`src/rtl/rv_busarb.sv`:
```
// rv_busarb: two-master, single-slave arbiter for the rv_core data bus.
// Round-robin with direct hand-off between masters. The watchdog aborts any
// granted transfer that the slave leaves waiting for TIMEOUT cycles.
//
// Ports:
//   clk, reset              bus clock, synchronous active-high reset
//   m0_* / m1_*             master ports (adr/re/we/dw in, dr/rdy out)
//   s_*                     shared slave port (adr/re/we/dw out, dr/rdy in)
//   gnt                     one-hot current grant (bit0 = m0, bit1 = m1)
//   tmo_err                 one-cycle pulse in the watchdog abort cycle
//   tmo_src                 master id of the most recent abort
module rv_busarb #(
  parameter int unsigned TIMEOUT = 255
) (
  input  logic        clk,
  input  logic        reset,
  input  logic [31:0] m0_adr,
  input  logic        m0_re,
  input  logic [3:0]  m0_we,
  input  logic [31:0] m0_dw,
  output logic [31:0] m0_dr,
  output logic        m0_rdy,
  input  logic [31:0] m1_adr,
  input  logic        m1_re,
  input  logic [3:0]  m1_we,
  input  logic [31:0] m1_dw,
  output logic [31:0] m1_dr,
  output logic        m1_rdy,
  output logic [31:0] s_adr,
  output logic        s_re,
  output logic [3:0]  s_we,
  output logic [31:0] s_dw,
  input  logic [31:0] s_dr,
  input  logic        s_rdy,
  output logic [1:0]  gnt,
  output logic        tmo_err,
  output logic        tmo_src
);

  // Encodings double as the one-hot grant vector.
  typedef enum logic [1:0] {
    IDLE = 2'b00,
    GNT0 = 2'b01,
    GNT1 = 2'b10
  } state_t;

  localparam bit          TMO_EN   = (TIMEOUT != 0);
  localparam logic [15:0] TMO_LAST = TMO_EN ? 16'(TIMEOUT - 1) : 16'd0;

  state_t      r_state;
  state_t      w_next;
  logic        r_last;
  logic [15:0] r_cnt;
  logic        r_tmo_src;

  logic w_req0, w_req1;
  logic w_g0, w_g1;
  logic w_abort;
  logic w_done;

  assign w_req0 = m0_re | (|m0_we);
  assign w_req1 = m1_re | (|m1_we);
  assign w_g0   = (r_state == GNT0);
  assign w_g1   = (r_state == GNT1);

  // Abort cycle: the last allowed wait cycle passes without s_rdy.
  assign w_abort = TMO_EN && (w_g0 || w_g1) && !s_rdy && (r_cnt == TMO_LAST);
  assign w_done  = (w_g0 || w_g1) && (s_rdy || w_abort);

  always_comb begin
    w_next = r_state;
    case (r_state)
      IDLE: begin
        if (w_req0 && w_req1) w_next = r_last ? GNT0 : GNT1;
        else if (w_req0)      w_next = GNT0;
        else if (w_req1)      w_next = GNT1;
      end
      // A completing master is not re-granted on the same edge.
      GNT0: begin
        if (w_done)       w_next = w_req1 ? GNT1 : IDLE;
        else if (!w_req0) w_next = IDLE;
      end
      GNT1: begin
        if (w_done)       w_next = w_req0 ? GNT0 : IDLE;
        else if (!w_req1) w_next = IDLE;
      end
      default: w_next = IDLE;
    endcase
  end

  always_ff @(posedge clk) begin
    if (reset) begin
      r_state   <= IDLE;
      r_last    <= 1'b1;
      r_cnt     <= '0;
      r_tmo_src <= 1'b0;
    end else begin
      r_state <= w_next;
      if (w_done) r_last <= w_g1;
      // Any grant entry or completion leaves the counter at zero.
      if (r_state != IDLE && !w_done && w_next == r_state)
        r_cnt <= r_cnt + 16'd1;
      else
        r_cnt <= '0;
      if (w_abort) r_tmo_src <= w_g1;
    end
  end

  always_comb begin
    s_adr = '0;
    s_re  = 1'b0;
    s_we  = '0;
    s_dw  = '0;
    if (w_g0) begin
      s_adr = m0_adr;
      s_re  = m0_re;
      s_we  = m0_we;
      s_dw  = m0_dw;
    end else if (w_g1) begin
      s_adr = m1_adr;
      s_re  = m1_re;
      s_we  = m1_we;
      s_dw  = m1_dw;
    end
    if (w_abort) begin
      s_re = 1'b0;
      s_we = '0;
    end
  end

  assign m0_rdy  = w_g0 & (s_rdy | w_abort);
  assign m1_rdy  = w_g1 & (s_rdy | w_abort);
  assign m0_dr   = (w_g0 && s_rdy) ? s_dr : '0;
  assign m1_dr   = (w_g1 && s_rdy) ? s_dr : '0;
  assign gnt     = r_state;
  assign tmo_err = w_abort;
  assign tmo_src = r_tmo_src;

endmodule

```
`config.mk`:
```
export PLATFORM = sky130hd
export DESIGN_NAME = rv_busarb
export DESIGN_NICKNAME = d
export VERILOG_FILES = /design/src/rtl/rv_busarb.sv
export SDC_FILE = /design/constraint.sdc
export NUM_CORES = 1
export LEC_CHECK = 0
export CAP_MARGIN = 20
export CORE_AREA = 2 2 120 122
export CTS_BUF_LIST = sky130_fd_sc_hd__clkbuf_2 sky130_fd_sc_hd__clkbuf_4 sky130_fd_sc_hd__clkbuf_8
export DETAILED_ROUTE_END_ITERATION = 7
export DIE_AREA = 0 0 122 124
export REMOVE_ABC_BUFFERS = 1
export SLEW_MARGIN = 20
export SYNTH_ARGS = -nofsm -noshare
export SYNTH_HDL_FRONTEND = slang
export SYNTH_SLANG_ARGS = --single-unit
```
`constraint.sdc`:
```
create_clock -name clk -period 3.4 [get_ports clk]
set_clock_uncertainty 0.2 [all_clocks]
set_input_delay 0.68 -clock clk [delete_from_list [all_inputs] [get_ports clk]]
set_output_delay 0.68 -clock clk [all_outputs]
set_load 0.005 [all_outputs]
```
==> results.json <==
{
  "worstPathRequired_ns": 2.52,
  "io_buffers": 311,
  "root_buffer": "clkbuf_8",
  "die_w_um": 122,
  "grt_pass1_vias": 3644,
  "clk_pin_slew_ns": 0.07,
  "period_minus_slack_ns": 3.28,
  "hold_depth": 1,
  "htree_levels": 1,
  "rows": 43,
  "timing.final.crit_share": 0.964,
  "cp.buffers_inverters": 3,
  "grt_overflow_total": 0,
  "routedWlPerCell_um": 21.4,
  "drv_cap": 0,
  "crit_family": "buffers and inverters",
  "reg2regPathDepth": 7,
  "hp-start": "r_last",
  "synth-async-reset-ratio": 0,
  "ys.flop_type": "dfxtp_1",
  "cts_tree": "built",
  "layout_commonest_cell": "clkdlybuf4s50_1",
  "antenna_found_initial": 1,
  "synth.cell_area_sq_um": 2520,
  "start_kind": "primary input",
  "antenna_cells_inserted": 0,
  "fin_util": 0.439,
  "grt_max_degree": 79,
  "routabilityCongestion": 0.839,
  "numCtsBuffers": 3,
  "tightest_slew_ns": 0.485,
  "max_freq_mhz": 305,
  "synth_area_per_cell_sq_um": 7.77,
  "drc": 0,
  "totalWireLength_um": 17200,
  "worst_r2r_endpoint": "r_cnt[6]",
  "yosys_warnings": 0,
  "insertion_delay_ns": 0.26,
  "outcome": "finished, final reports clean",
  "cts_sinks": 20,
  "fin_cells": 807,
  "cp_slowest_cell": "clkdlybuf4s50_1",
  "die_y_um": 124,
  "power_leakage_uw": 0.00233,
  "cp_cell_sequence": "clkdlybuf4s50_1, buf_4, and3_1, clkdlybuf4s50_1",
  "dp.cells": 794,
  "ys_seq_area_frac": 0.159,
  "power_density_nw_per_um2": 483,
  "drtIter0Drc": 184,
  "synth_top_area_frac": 0.223,
  "grt_first_pass_wirelength_um": 23000,
  "finalNetCount": 807,
  "preCtsSetupSlack_ns": 0.167,
  "most-common-layout-cells": "clkdlybuf4s50_1, and3_1, a22o_1",
  "layout_setup_ws_ns": 0.122,
  "drive_gt1_frac": 0.0766,
  "cp_data_arrival_time_ns": 2.40,
  "slowest_delay_ns": 0.51,
  "critPathCaptureType": "primary output",
  "hold_class": "register to register",
  "dp_hpwl_um": 13700,
  "crit_path_start": "s_rdy",
  "crit_fanout": 62,
  "path_common_cell": "clkdlybuf4s50_1",
  "whs_ns": 0.314,
  "syn2layout_area_growth_pct": 139,
  "track_usage": 0.202,
  "start_util": 0.183,
  "ys_ff_latch": 20,
  "timing.rr.start": "r_cnt[9]",
  "slew_headroom": 0.674,
  "viasPerCell": 4.86,
  "slew_violations": 0,
  "holdPathEnd": "r_last",
  "vias": 3921,
  "dieArea_sq_um": 15100,
  "rrSetupSlack_ns": 0.67,
  "report.final.hold_viol_count": 0,
  "synthTopCellsByArea": "a22o_1, and3_1, dfxtp_1",
  "dr.pass1.iters": 4,
  "setup_viol": 0,
  "clock_path_buffers": 2,
  "synth_area_leader_cell": "a22o_1",
  "synth_enable_flop_cells": 0,
  "cts_hold_buf": 0,
  "postRouteAntennaNets": 0,
  "yosys.cell_types.count": 45,
  "core_sq_um": 13700,
  "io_pins": 312,
  "synthCells": 324,
  "ir_drop_uv": 252,
  "crit_type": "primary input to primary output"
}
[worst reg2reg max path, stage by stage (launching register included)]
cell,delay (ns)
dfxtp_1,0.37
nor4_1,0.48
nand4_1,0.26
buf_4,0.21
nor4_2,0.41
nor4_4,0.10
buf_12,0.17
a2111oi_0,0.40
[metrics by stage]
| stage | power, uW | TNS (ns) | instance area (sq um) |
|---|---|---|---|
| after CTS | 2830 | 0 | 5920 |
| after detailed placement | 2610 | 0 | 5860 |
| after global routing | 3100 | -0.0196 | 6020 |
| after floorplan | 1160 | -108.12 | 2370 |
| final | 2910 | 0 | 6020 |
| after global placement | 2610 | 0 | 5860 |
[worst max path at each step]
stage                     end  slack, ns  cells after the start
detailed placement  m0_dr[17]       0.17                      4
global route           m1_rdy      -0.02                      6
finish              m0_dr[17]       0.12                      4
CTS                  s_dw[30]       0.02                      5
global placement    m0_dr[17]       0.19                      4
floorplan            s_adr[0]      -1.62                      4
[cell families after synthesis]
group,synth area share
xor gates and xnor gates,0.0383
AOI/OAI and AO/OA,0.380
adders and majority gates,0.0298
DFF,0.159
and+or+nand+nor,0.324
muxes,0.00398
buffers and inverters,0.0656
[cells in the mapped netlist, types with 2 or more instances]
library cell	number
a211oi_2	10
nand3_1	13
nand2_1	12
nor4_1	6
clkbuf_1	31
a2111oi_0	6
xnor2_1	6
o31a_1	3
and3_1	65
dfxtp_1	20
and4_1	3
and2_1	2
o21ai_1	2
a21oi_1	6
nor4_2	2
a22o_1	64
nor4b_1	2
nand4_1	5
nor3_1	3
buf_6	2
ha_1	6
nor2_1	18
inv_1	5
xor2_1	5
o211ai_1	5
a211oi_1	2
o21a_1	2
[flip-flops by register name, indices dropped and copies added, names as in the netlist]
signal	flops
r_cnt	16
r_last	1
tmo_src	1
gnt	2
[per-layer routing]
metal  part of all wire  vias to the layer above  global-route usage  wire [um]
met3               0.12                       10              0.0971       2080
met1               0.41                     1851               0.253       7060
met4             0.0059                        2              0.0187        102
met5            0.00075                        -                   0         13
li1                   -                     1893                   -          -
met2               0.46                      165               0.326       7980
[layout make-up]
cell class	instances	area [sq um]
clock buffer	4	55.1
multi-input combinational	265	1980
tap	180	225
inverter	5	18.8
sequential	20	402
fill	1357	7700
timing repair buffer	333	3340
[power breakdown]
group	switching (uW)	total, uW	internal, uW	leakage [uW]
registers	24.6	282	257	0.000162
logic	1090	2440	1350	0.00214
clock network	79.4	183	103	0.0000288
[repair_timing]
| item | CTS | global route |
|---|---|---|
| endpoints found under the setup margin | 0 | 20 |
| gates resized for setup | 0 | 3 |
| buffers inserted | 0 | 8 |
No activity file was read; power rests on OpenSTA's default activity.
